**src/rtl/mpu_sequencer.sv**
```systemverilog
// mpu_sequencer: MPU-6050 wake/config then periodic gyro burst-read command sequencer.
module mpu_sequencer #(
   parameter logic [6:0]  DEV_ADDR      = 7'h68,
   parameter logic [1:0]  GYRO_FS       = 2'b00,
   parameter int unsigned SAMPLE_PERIOD = 1000000,
   parameter int unsigned RETRY_WAIT    = 10000
) (
   input  logic        clk_in,
   input  logic        rst_n_in,
   input  logic        en_in,
   output logic        cmd_valid_out,
   input  logic        cmd_ready_in,
   output logic [2:0]  cmd_op_out,
   output logic [7:0]  cmd_data_out,
   input  logic        rsp_valid_in,
   input  logic [7:0]  rsp_data_in,
   input  logic        rsp_nack_in,
   output logic [15:0] gx_out,
   output logic [15:0] gy_out,
   output logic [15:0] gz_out,
   output logic        sample_valid_out,
   output logic        init_done_out,
   output logic [7:0]  err_count_out,
   output logic        busy_out
);
   typedef enum logic [2:0] {IDLE, WAKE, CFG, WAIT, BURST, ABORT, BACKOFF} state_t;
   localparam logic [2:0]  OP_START = 3'd0, OP_STOP = 3'd1, OP_WRITE = 3'd2;
   localparam logic [2:0]  OP_RDA = 3'd3, OP_RDN = 3'd4, OP_RESTART = 3'd5;
   localparam logic [31:0] PMAX = SAMPLE_PERIOD - 1;
   localparam logic [31:0] BMAX = RETRY_WAIT - 1;
   state_t      state_q, state_d, ret_q, ret_d;
   logic [3:0]  step_q, step_d;
   logic        pend_q, pend_d, sv_q, sv_d, init_q, init_d;
   logic [31:0] per_q, per_d, bo_q, bo_d;
   logic [47:0] sh_q, sh_d;
   logic [15:0] gx_q, gx_d, gy_q, gy_d, gz_q, gz_d;
   logic [7:0]  err_q, err_d, data;
   logic [2:0]  op;
   logic        last, xfer, rsp;

   always_ff @(posedge clk_in or negedge rst_n_in)
      if (!rst_n_in) begin
         state_q <= IDLE;
         ret_q   <= IDLE;
         step_q  <= '0;
         pend_q  <= 1'b0;
         per_q   <= '0;
         bo_q    <= '0;
         sh_q    <= '0;
         gx_q    <= '0;
         gy_q    <= '0;
         gz_q    <= '0;
         sv_q    <= 1'b0;
         init_q  <= 1'b0;
         err_q   <= '0;
      end else begin
         state_q <= state_d;
         ret_q   <= ret_d;
         step_q  <= step_d;
         pend_q  <= pend_d;
         per_q   <= per_d;
         bo_q    <= bo_d;
         sh_q    <= sh_d;
         gx_q    <= gx_d;
         gy_q    <= gy_d;
         gz_q    <= gz_d;
         sv_q    <= sv_d;
         init_q  <= init_d;
         err_q   <= err_d;
      end

   always_comb begin
      op   = OP_START;
      data = 8'h00;
      last = 1'b0;
      case (state_q)
         WAKE, CFG: begin
            op   = step_q == 4'd0 ? OP_START : step_q == 4'd4 ? OP_STOP : OP_WRITE;
            data = step_q == 4'd1 ? {DEV_ADDR, 1'b0} :
                   step_q == 4'd2 ? (state_q == WAKE ? 8'h6B : 8'h1B) :
                   step_q == 4'd3 && state_q == CFG ? {3'b000, GYRO_FS, 3'b000} : 8'h00;
            last = step_q == 4'd4;
         end
         BURST: begin
            op   = step_q == 4'd0 ? OP_START : step_q <= 4'd2 || step_q == 4'd4 ? OP_WRITE :
                   step_q == 4'd3 ? OP_RESTART : step_q <= 4'd9 ? OP_RDA :
                   step_q == 4'd10 ? OP_RDN : OP_STOP;
            data = step_q == 4'd1 ? {DEV_ADDR, 1'b0} : step_q == 4'd2 ? 8'h43 :
                   step_q == 4'd4 ? {DEV_ADDR, 1'b1} : 8'h00;
            last = step_q == 4'd11;
         end
         ABORT: begin
            op   = OP_STOP;
            last = 1'b1;
         end
         default: ;
      endcase
   end

   assign busy_out         = state_q inside {WAKE, CFG, BURST, ABORT};
   assign cmd_valid_out    = busy_out && !pend_q;
   assign cmd_op_out       = op;
   assign cmd_data_out     = data;
   assign xfer             = cmd_valid_out && cmd_ready_in;
   assign rsp              = rsp_valid_in && pend_q;
   assign gx_out           = gx_q;
   assign gy_out           = gy_q;
   assign gz_out           = gz_q;
   assign sample_valid_out = sv_q;
   assign init_done_out    = init_q;
   assign err_count_out    = err_q;

   always_comb begin
      state_d = state_q;
      ret_d   = ret_q;
      step_d  = step_q;
      pend_d  = xfer ? 1'b1 : pend_q;
      per_d   = per_q == PMAX ? per_q : per_q + 32'd1;
      bo_d    = bo_q;
      sh_d    = sh_q;
      gx_d    = gx_q;
      gy_d    = gy_q;
      gz_d    = gz_q;
      sv_d    = 1'b0;
      init_d  = init_q;
      err_d   = err_q;
      if (rsp) begin
         pend_d = 1'b0;
         step_d = step_q + 4'd1;
         if (op == OP_RDA || op == OP_RDN)
            sh_d = {sh_q[39:0], rsp_data_in};
         if (op == OP_WRITE && rsp_nack_in) begin
            err_d   = err_q == 8'hFF ? err_q : err_q + 8'd1;
            ret_d   = state_q;
            state_d = ABORT;
            step_d  = '0;
         end else if (last) begin
            step_d  = '0;
            bo_d    = '0;
            state_d = !en_in ? IDLE : state_q == WAKE ? CFG :
                      state_q == ABORT ? BACKOFF : WAIT;
            init_d  = init_q || state_q == CFG;
            if (state_q == BURST) begin
               gx_d = sh_q[47:32];
               gy_d = sh_q[31:16];
               gz_d = sh_q[15:0];
               sv_d = 1'b1;
            end
         end
      end
      case (state_q)
         IDLE: if (en_in) state_d = init_q ? WAIT : WAKE;
         WAIT:
            if (!en_in) state_d = IDLE;
            else if (per_q == PMAX) begin
               state_d = BURST;
               step_d  = '0;
               per_d   = '0;
            end
         BACKOFF:
            if (!en_in) state_d = IDLE;
            else if (bo_q == BMAX) begin
               state_d = ret_q;
               step_d  = '0;
               if (ret_q == BURST) per_d = '0;
            end else bo_d = bo_q + 32'd1;
         default: ;
      endcase
   end
endmodule
```
**config.mk**
```make
export PLATFORM = sky130hd
export DESIGN_NAME = mpu_sequencer
export DESIGN_NICKNAME = d
export VERILOG_FILES = /design/src/rtl/mpu_sequencer.sv
export SDC_FILE = /design/constraint.sdc
export NUM_CORES = 1
export LEC_CHECK = 0
export ABC_AREA = 1
export CORE_AREA = 4 4 133 135
export DETAILED_ROUTE_END_ITERATION = 12
export DIE_AREA = 0 0 137 139
export PLACE_DENSITY = 0.79
export SYNTH_ARGS = -nofsm -noshare
export SYNTH_HDL_FRONTEND = slang
export SYNTH_SLANG_ARGS = --single-unit
```
**constraint.sdc**
```tcl
create_clock -name clk_in -period 2.1 [get_ports clk_in]
set_input_delay 0.42 -clock clk_in [delete_from_list [all_inputs] [get_ports clk_in]]
set_output_delay 0.42 -clock clk_in [all_outputs]
set_load 0.01 [all_outputs]
```
; Word-level counts from Yosys, hierarchy flattened
; Index checks and enable logic that the tools add are counted.
[classes]
order_cmp = 2
mux = 56
mul = 0
reduce_logical = 18
div = 0
n_eq_ne = 19
bitwise_logic = 2
shifts = 0
add_sub_neg = 4
[ops]
columns = op, n
row1 = 32-bit 2-to-1 mux, 12
row2 = "32-bit by 1-bit adder with 32-bit output, second input constant", 2
row3 = 32-bit case mux with 2 select lines, 1
row4 = 3-bit 2-to-1 mux, 16
row5 = "32-bit by 14-bit equality test with 1-bit output, second input constant", 1
row6 = "32-bit by 20-bit equality test with 1-bit output, second input constant", 1
row7 = 8-bit 2-to-1 mux, 4
row8 = 4-bit 2-to-1 mux, 7
row9 = 3-bit case mux with 3 select lines, 2
row10 = 8-bit case mux with 2 select lines, 1
row11 = "3-bit equality test, second input constant", 5
row12 = 7-bit 2-to-1 mux, 2
row13 = "3-bit by 2-bit equality test with 1-bit output, second input constant", 4
row14 = "8-bit by 1-bit adder with 8-bit output, second input constant", 1
row15 = "4-bit by 2-bit equality test with 1-bit output, second input constant", 2
row16 = "4-bit equality test, second input constant", 2
row17 = "8-bit equality test, second input constant", 1
row18 = 4-bit case mux with 2 select lines, 1
row19 = 1-bit 2-to-1 mux, 6
row20 = 2-bit 2-to-1 mux, 3
row21 = 3-bit AND reduction, 2
row22 = "4-bit by 1-bit adder with 4-bit output, second input constant", 1
row23 = "4-bit by 1-bit equality test with 1-bit output, second input constant", 1
row24 = "4-bit by 3-bit equality test with 1-bit output, second input constant", 1
row25 = other kinds (15), 22
[totals]
ram_bits = 0
output_inout_bits = 71
romBits = 0
input_bits = 14
word_cells = 114
latch_bits = 0
regBits = 181
memories = 0

; Logic depth before layout (Yosys ltp)
; Gate-level depths: netlist of run 1.
[depth]
depth_word = 14
mapped_depth = 14
mapped_depth_nobuf = 13

; Least setup slack after synthesis of run 1
; No wires, ideal clock.
[synth_timing]
path_kind = reg-to-reg
from = register step_q[1]
to = register sh_q[38]
synth_period_minus_slack_ns = 1.911
arrival_time_ns = 1.794
n_path_buf = 2
stages_incl_launch_ff = 14
required_ns = 1.983
setup_ns = 0.117
slack_ns = 0.189
path_cell_list = dfrtp_1 inv_1 ha_1 nand3_1 nand2_1 inv_2 nand2_1 nand3_2 nand2_2 nand2_2 buf_4 buf_2 nand4_1 nand2_1
[synth_via]
elab_cells_between_ends = 19
classes_between = order compare (2) / eq/ne (5) / mux (8) / reduce/logical (4)
[synth_rtl]
columns = item, line
row1 = from (decl), 32  ; logic [3:0] step_q, step_d;
row2 = from (signal assigned), 59  ; step_q <= step_d;
row3 = 4-bit <= comparator, 86  ; step_q == 4'd3 ? OP_RESTART : step_q <= 4'd9 ? OP_RDA :
row4 = 3-bit 2-to-1 mux (2 in series), 86
row5 = 3-bit 2-to-1 mux (2 in series), 85  ; op = step_q == 4'd0 ? OP_START : step_q <= 4'd2 || step_q == 4'd4 ? OP_WRITE :
row6 = 3-bit case mux with 3 select lines (*), 76  ; case (state_q)
row7 = named net cmd_op_out[1], 13  ; output logic [2:0] cmd_op_out,
row8 = 3-bit by 2-bit equality test with 1-bit output / 3-bit equality test (equally long branches), 130  ; if (op == OP_RDA || op == OP_RDN)
row9 = 1-bit logical OR (*), 130
row10 = 2-bit AND reduction (no source line) (*), --
row11 = to (signal assigned), 49  ; sh_q <= '0;
row12 = to (signal assigned), 63  ; sh_q <= sh_d;
row13 = to (decl), 35  ; logic [47:0] sh_q, sh_d;
; The timed path passes the listed nets; every way through them passes the cells marked *.
; A chain may end at the register's enable or synchronous reset.

; Final worst setup path of run 1
[layout_timing]
from = register step_q[1]
to = register sh_q[25]
[layout_via]
elab_chain_len = 10
elab_cells_between_ends = 19
classes_between = order compare (2) / eq/ne (5) / mux (8) / reduce/logical (4)
[layout_lines]
columns = item, line
row1 = "parallel branches: the longest is 6 deep, another holds 4-bit <= comparator", --
row2 = 3-bit case mux with 3 select lines (*), 76
row3 = 3-bit by 2-bit equality test with 1-bit output / 3-bit equality test (equally long branches), 130
row4 = 1-bit logical OR (*), 130
row5 = 2-bit AND reduction (no source line) (*), --
; Every way passes the cells marked *.

==> impl_metrics.py, run 1 <==
metrics = {
    "grt": {
        "grt_pass1_vias": 8886,
        "grt_first_pass_wirelength_mm": 42.9,
        "grt_util_all_layers": 0.275,
        "globalRouteOverflowTotal": 0,
        "pin_count_of_the_biggest_net_entering_global_routing": 65,
        "antenna_found_initial": 0,
    },
    "cells_and_area": {
        "antenna_cells": 0,
        "final_net_count": 1438,
        "postLayoutCellArea_um2": 12400,
        "layout.filler_cells": 1183,
        "layout-drive-gt1-share": 0.174,
        "area_delta_synth_final_pct": 31.2,
    },
    "setup_path": {
        "critical_path.endpoint_type": "flip-flop",
        "worst-endpoint-required_ns": 2.42,
        "crit_fanout": 8,
        "timing.critical_path.arrival_ns": 2.74,
        "start_kind": "flip-flop",
        "setup.worst_path.class": "flip-flop to flip-flop",
    },
    "cts": {
        "cts-root-to-sink-buffers": 2,
        "insertion_delay_ns": 0.45,
        "clock-root-buffer": "sky130_fd_sc_hd__clkbuf_16",
        "clk_pin_slew_worst_paths_ns": 0.07,
        "total_cts_buffers": 17,
        "clkSinkCount": 181,
        "tritoncts": "yes",
        "cts-htree-levels": 4,
    },
    "logic_synthesis": {
        "yosysSeqAreaShare": 0.481,
        "postSynthRegisterBits": 181,
        "cell_type_contributing_the_most_total_cell_area_after_synthesis": "sky130_fd_sc_hd__dfrtp_1",
        "synth_area_um2": 9420,
        "synthTopCellsByCount": "sky130_fd_sc_hd__nand2_1, sky130_fd_sc_hd__dfrtp_1, sky130_fd_sc_hd__nor2_1",
        "ys_warn_count": 0,
        "prevailing_post_synth_register_cell": "sky130_fd_sc_hd__dfrtp_1",
        "synthesis.area_per_instance_um2": 7.56,
        "synth_enable_flop_cells": 0,
        "post-synth-top-count-cell": "sky130_fd_sc_hd__nand2_1",
        "synth_cell_type_count": 40,
        "synth_async_sr_flop_share": 1.00,
        "yosys.area.top_type_share": 0.481,
        "syn-instance-count": 1247,
        "synthesis.nets": 1270,
        "post_synth_main_area_contributors": "sky130_fd_sc_hd__dfrtp_1, sky130_fd_sc_hd__nand2_1, sky130_fd_sc_hd__nor2_1, sky130_fd_sc_hd__inv_1, sky130_fd_sc_hd__nand4_1",
    },
    "detailed_routing": {
        "drtIter0Drc": 1010,
        "avgRoutedWirePerCell_um": 16.8,
        "drt-vias-per-instance": 5.64,
        "drt_first_pass_iters": 6,
        "postRouteWirelength_mm": 27.7,
        "drt_drc_violations_left": 0,
        "route.antenna.remaining_nets": 0,
        "num_vias": 9290,
    },
    "floorplan": {
        "io_pins": 85,
        "chipWidth_um": 137,
        "fp-row-count": 47,
        "core_area_um2": 16500,
        "design.die.area_um2": 19000,
        "floorplan.initialDensity": 0.572,
        "dieHeight_um": 139,
    },
    "pwr": {
        "p_leak_nw": 6.05,
        "ir_worst_vdd_uv": 955,
        "power_density_nw_per_um2": 1230,
    },
    "sta": {
        "clock-skew-final_ns": 0.00998,
        "relSlewSlack": 0.590,
        "maxSlewViolCount": 0,
        "final.setup.worst_slack_ns": -0.319,
        "timing_hold_violations_final": 0,
        "rsz0062_at_grt": "true",
        "clock.fmax_ghz": 0.413,
        "setup_viol_count_final": 78,
        "worst_slew_pin_slew_ns": 0.612,
        "final_min_period_over_clock_period": 1.15,
        "final.min_clock_period_ns": 2.42,
    },
    "place": {
        "dpl-instance-area_um2": 11000,
        "globalplace.congestion": 0.939,
        "detailed_place_hpwl_mm": 16.5,
        "buffer_ports.inserted": 83,
        "dpl_worst_slack_ns": -0.147,
    },
    "outcome": {
        "outcome": "finished with violations",
        "violations": "setup timing",
    },
    "min_path": {
        "min-delay-path-class": "input port to asynchronous set/reset pin",
    },
    "run": {
        "maxCapViolations": 0,
    },
}
-- where the power goes --
part	internal (W)	total, W	switching (W)	leakage [nW]
combinational	0.00284	0.00690	0.00406	3.39
sequential	0.00435	0.00522	0.000873	2.38
clock	0.00157	0.00311	0.00154	0.278
-- worst max-delay path: stages, from the launching register on --
cell                        delay [ns]
sky130_fd_sc_hd__dfrtp_1          0.42
sky130_fd_sc_hd__inv_2            0.16
sky130_fd_sc_hd__ha_4             0.20
sky130_fd_sc_hd__nand3_4          0.15
sky130_fd_sc_hd__buf_4            0.18
sky130_fd_sc_hd__nand3_1          0.13
sky130_fd_sc_hd__nand2_2          0.09
sky130_fd_sc_hd__buf_4            0.21
sky130_fd_sc_hd__nand2_4          0.11
sky130_fd_sc_hd__nand3_4          0.24
sky130_fd_sc_hd__clkbuf_16        0.27
sky130_fd_sc_hd__nand2_1          0.06
sky130_fd_sc_hd__nand2_1          0.07
-- layout by cell type (no fill, tap or decap), types with 3 or more instances in the layout --
| master | netlist | layout |
|---|---|---|
| sky130_fd_sc_hd__nor2_1 | 135 | 120 |
| sky130_fd_sc_hd__o21ai_2 | 0 | 4 |
| sky130_fd_sc_hd__a21oi_1 | 14 | 11 |
| sky130_fd_sc_hd__clkinv_4 | 0 | 4 |
| sky130_fd_sc_hd__inv_8 | 0 | 5 |
| sky130_fd_sc_hd__nand2_2 | 5 | 27 |
| sky130_fd_sc_hd__ha_1 | 9 | 4 |
| sky130_fd_sc_hd__nor2_4 | 1 | 10 |
| sky130_fd_sc_hd__xnor2_1 | 11 | 11 |
| sky130_fd_sc_hd__nand2_1 | 447 | 418 |
| sky130_fd_sc_hd__inv_1 | 115 | 106 |
| sky130_fd_sc_hd__dfrtp_1 | 181 | 181 |
| sky130_fd_sc_hd__nand3_4 | 0 | 10 |
| sky130_fd_sc_hd__clkbuf_16 | 0 | 21 |
| sky130_fd_sc_hd__buf_6 | 2 | 16 |
| sky130_fd_sc_hd__buf_12 | 0 | 9 |
| sky130_fd_sc_hd__o22ai_1 | 8 | 8 |
| sky130_fd_sc_hd__o21ai_1 | 12 | 13 |
| sky130_fd_sc_hd__inv_6 | 0 | 4 |
| sky130_fd_sc_hd__clkdlybuf4s50_1 | 0 | 70 |
| sky130_fd_sc_hd__buf_4 | 5 | 76 |
| sky130_fd_sc_hd__ha_4 | 0 | 5 |
| sky130_fd_sc_hd__a21oi_2 | 1 | 3 |
| sky130_fd_sc_hd__buf_2 | 10 | 8 |
| sky130_fd_sc_hd__nor2_2 | 4 | 10 |
| sky130_fd_sc_hd__nand2_4 | 0 | 7 |
| sky130_fd_sc_hd__nand4_1 | 63 | 63 |
| sky130_fd_sc_hd__nand3_1 | 48 | 44 |
| sky130_fd_sc_hd__nand3b_1 | 5 | 5 |
| sky130_fd_sc_hd__xor2_1 | 37 | 37 |
| sky130_fd_sc_hd__nor4_1 | 3 | 3 |
| sky130_fd_sc_hd__o21ai_0 | 36 | 30 |
| sky130_fd_sc_hd__nand3_2 | 7 | 3 |
| sky130_fd_sc_hd__nor3_1 | 42 | 41 |
| sky130_fd_sc_hd__inv_2 | 7 | 13 |
-- per-stage QoR --
step	TNS (ns)	hold WS, ns	instances	util	total power [W]
floorplan	0	0.124	1247	-	0.00827
global placement	-0.386	0.316	1582	0.667	0.0102
detailed placement	-0.938	0.321	1582	0.667	0.0103
CTS	-3.15	0.430	1630	0.721	0.0141
global route	-21.25	0.441	1647	0.751	0.0161
finish	-15.83	0.412	1647	0.751	0.0152
-- cell type report --
cell class | count | area, um2 | area share
Clock inverter | 14 | 131 | 0.0106
Inverter | 124 | 474 | 0.0384
Timing Repair Buffer | 187 | 1870 | 0.151
Sequential cell | 181 | 4530 | 0.366
Clock buffer | 17 | 425 | 0.0344
Tap cell | 220 | 275 | 0.0223
Multi-Input combinational cell | 904 | 4650 | 0.377
-- repair_timing --
action	CTS	global route
setup endpoints to repair	26	107
resized for setup	94	83
pin swaps	18	23
setup buffers	13	11
hold buffers	1	0
hold endpoints to repair	26	0
gates cloned	3	7
-- per-layer routing --
metal | track usage | routed length (um) | up-vias
met2 | 0.447 | 13600 | 423
met1 | 0.371 | 11100 | 4457
met5 | 0 | 0 | -
li1 | - | - | 4334
met3 | 0.0544 | 2110 | 76
met4 | 0.0909 | 818 | 0
-- registers in the layout, indices dropped and copies added (netlist names) --
register and count:
init_done_out 1, bo_q 32, sample_valid_out 1, gx_out 16, gz_out 16, state_q 3, sh_q 48, step_q 4
pend_q 1, gy_out 16, per_q 32, err_count_out 8, ret_q 3
-- cell families after synthesis --
logic type,count (synthesis),share of synthesized area
AND/OR/NAND/NOR,765,0.346
flip-flops,181,0.481
buffers and inverters,164,0.0703
AO/OA/AOI/OAI,79,0.0457
XOR/XNOR,48,0.0446
adder cells (fa/ha/maj),9,0.0120
other,1,0.000398
-- path summary, 6_finish.rpt --
| check | cells after the start | endpoint | slack, ns | from |
|---|---|---|---|---|
| worst min-delay path | 2 | per_q[17] | 0.41 | rst_n_in |
| worst min register to register | 2 | gx_out[13] | 0.47 | sh_q[45] |
| worst max register to register | 12 | sh_q[25] | -0.32 | step_q[1] |
| max in group asynchronous | 3 | bo_q[8] | 1.01 | rst_n_in |
| worst max-delay path | 12 | sh_q[25] | -0.32 | step_q[1] |
| min in group clk_in | 2 | gx_out[13] | 0.47 | sh_q[45] |
Note: power is estimated with default switching activity, not from simulation.
==> inputs of run 2 (changes only) <==
--- a/config.mk
+++ b/config.mk
@@ -10,6 +10,7 @@
 export DETAILED_ROUTE_END_ITERATION = 12
 export DIE_AREA = 0 0 137 139
 export PLACE_DENSITY = 0.79
+export SLEW_MARGIN = 10
 export SYNTH_ARGS = -nofsm -noshare
 export SYNTH_HDL_FRONTEND = slang
 export SYNTH_SLANG_ARGS = --single-unit
==> results of run 2 <==
The final DEF is identical to that of run 1; final timing and power are the same.
==> inputs of run 3 (changes only) <==
--- a/config.mk
+++ b/config.mk
@@ -6,11 +6,11 @@
 export NUM_CORES = 1
 export LEC_CHECK = 0
 export ABC_AREA = 1
-export CORE_AREA = 4 4 133 135
+export CORE_AREA = 4 4 143 145
 export DETAILED_ROUTE_END_ITERATION = 12
-export DIE_AREA = 0 0 137 139
-export PLACE_DENSITY = 0.79
-export SLEW_MARGIN = 10
+export DIE_AREA = 0 0 147 149
+export HOLD_SLACK_MARGIN = 0.05
+export PLACE_DENSITY = 0.7
 export SYNTH_ARGS = -nofsm -noshare
 export SYNTH_HDL_FRONTEND = slang
 export SYNTH_SLANG_ARGS = --single-unit
==> run 3 against run 2 <==
Compared with the run above: the flow still finishes with violations (setup timing); non-clock buffer count is 7 higher; maximum frequency increased by 5.9%; worst setup slack gained 0.13 ns; utilization decreased by 11 points; routed wire length shrank 6.7%; via count is 3.8% lower; largest cell class is now flip-flops and latches; largest power group unchanged.
==> impl_metrics.py, run 3 (synthesis results as in run 1) <==
metrics = {
    "place": {
        "dpl_worst_slack_ns": -0.168,
        "post-place-cells": 1635,
        "detailed_place_hpwl_mm": 17.0,
        "globalplace.congestion": 0.953,
        "buffer_ports.inserted": 83,
    },
    "sta": {
        "rsz0062_at_grt": "true",
        "clock.fmax_ghz": 0.438,
        "worst_slew_pin_slew_ns": 0.566,
        "clock-skew-final_ns": 0.0156,
        "final_min_period_over_clock_period": 1.09,
        "relSlewSlack": 0.623,
        "setup_viol_count_final": 56,
        "maxSlewViolCount": 0,
        "timing_hold_violations_final": 0,
        "totalNegativeSetupSlack_ns": -5.59,
        "fin_hold_ws_ns": 0.477,
        "final.min_clock_period_ns": 2.28,
        "final.setup.worst_slack_ns": -0.184,
    },
    "floorplan": {
        "io_pins": 85,
        "design.die.area_um2": 21900,
        "fp-row-count": 51,
        "core_area_um2": 19200,
        "chipWidth_um": 147,
        "dieHeight_um": 149,
        "floorplan.initialDensity": 0.491,
    },
    "cts": {
        "insertion_delay_ns": 0.44,
        "total_cts_buffers": 17,
        "tritoncts": "yes",
        "cts-htree-levels": 4,
        "cts-root-to-sink-buffers": 2,
        "clk_pin_slew_worst_paths_ns": 0.07,
        "clkSinkCount": 181,
        "clock-root-buffer": "sky130_fd_sc_hd__clkbuf_16",
    },
    "grt": {
        "grt_first_pass_wirelength_mm": 42.7,
        "pin_count_of_the_biggest_net_entering_global_routing": 64,
        "antenna_found_initial": 0,
        "grt_util_all_layers": 0.236,
        "globalRouteOverflowTotal": 0,
        "grt_pass1_vias": 8666,
    },
    "pwr": {
        "p_leak_nw": 6.09,
        "power_density_nw_per_um2": 1240,
        "ir_worst_vdd_uv": 1030,
    },
    "cells_and_area": {
        "antenna_cells": 0,
        "largest_reg_flops": 48,
        "layout.cells.most_common": "sky130_fd_sc_hd__nand2_1",
        "layout.filler_cells": 1602,
        "mostFrequentLayoutCells": "sky130_fd_sc_hd__nand2_1, sky130_fd_sc_hd__dfrtp_1, sky130_fd_sc_hd__nor2_1, sky130_fd_sc_hd__inv_1, sky130_fd_sc_hd__buf_4",
        "largestRegisters": "sh_q x48, bo_q x32, per_q x32",
        "final_net_count": 1444,
        "layout-drive-gt1-share": 0.160,
        "area_delta_synth_final_pct": 31.5,
        "max_flop_register": "sh_q",
        "final_cell_count_no_fill": 1699,
    },
    "run": {
        "maxCapViolations": 0,
    },
    "detailed_routing": {
        "postRouteWirelength_mm": 25.8,
        "num_vias": 8933,
        "drt-vias-per-instance": 5.26,
        "drt_drc_violations_left": 0,
        "route.antenna.remaining_nets": 0,
        "avgRoutedWirePerCell_um": 15.2,
        "drtIter0Drc": 732,
        "drt_first_pass_iters": 5,
    },
    "outcome": {
        "outcome": "finished with violations",
        "violations": "setup timing",
    },
    "setup_path": {
        "cell_chain_critical_path": "inv_2 -> ha_2 -> nand3_4 -> nand2_2 -> inv_2 -> nand2_1 -> nand3_2 -> nand2_2 -> buf_6",
        "timing.critical_path.arrival_ns": 1.86,
        "setup.worst_path.class": "flip-flop to primary output",
        "start_kind": "flip-flop",
        "worst-endpoint-required_ns": 1.68,
        "crit_path_max_incr_delay_ns": 0.44,
        "worstPathBufferInverterCount": 3,
        "crit_fanout": 5,
        "critical_path.endpoint_type": "primary output",
        "cp_top_family": "simple AND/OR/NAND/NOR gates",
        "critical-path-slowest-cell": "sky130_fd_sc_hd__dfrtp_1",
    },
    "min_path": {
        "min-delay-path-class": "flip-flop to flip-flop",
    },
}
run 3: final timing paths:
check	start	end	slack, ns	cells after the start
max in group asynchronous	rst_n_in	gy_out[3]	0.92	3
setup reg to reg	step_q[0]	sh_q[11]	-0.15	15
min in group asynchronous	rst_n_in	per_q[28]	0.56	2
hold / removal	sh_q[42]	sh_q[42]	0.48	2
hold reg to reg	sh_q[42]	sh_q[42]	0.48	2
setup / recovery	step_q[0]	cmd_op_out[1]	-0.18	9
run 3: through the flow:
step / total power (W) / area [um2] / utilization
after global placement: 0.0102 / 11100 / 0.577
after global routing: 0.0163 / 12400 / 0.645
after CTS: 0.0145 / 12100 / 0.629
after detailed placement: 0.0103 / 11100 / 0.577
final: 0.0153 / 12400 / 0.645
after floorplan: 0.00827 / 9420 / -
run 3: routing by layer:
layer,wire length [um],up-vias,GRT usage
met2,12300,312,0.375
met3,1520,44,0.0383
met1,11400,4251,0.331
li1,-,4326,-
met5,0,-,0
met4,568,0,0.0829
run 3: final cells by class:
cell class / count / area [um2] / share of cell area
Tap cell: 265 / 332 / 0.0268
Clock buffer: 17 / 425 / 0.0343
Clock inverter: 15 / 198 / 0.0160
Sequential cell: 181 / 4530 / 0.366
Timing Repair Buffer: 194 / 1920 / 0.155
Multi-Input combinational cell: 903 / 4520 / 0.365
Inverter: 124 / 470 / 0.0380
run 3: worst min-delay path: cells and delay by family (launching register included):
kind / cells / cell delay [ns]
flip-flops: 1 / 0.35
AND/OR/NAND/NOR: 2 / 0.09
run 3: report_power, final:
group	internal (W)	switching, W
Combinational	0.00294	0.00384
Sequential	0.00435	0.000860
Clock	0.00174	0.00160
Total	0.00902	0.00630
run 3: what timing repair did:
| action | 4_1_cts | 5_1_grt |
|---|---|---|
| pin swaps | 12 | 19 |
| buffers inserted | 15 | 12 |
| endpoints found under the setup margin | 28 | 111 |
| hold buffers | 1 | 0 |
| gates cloned | 5 | 3 |
| gates resized for setup | 91 | 53 |
| hold endpoints to repair | 55 | 0 |
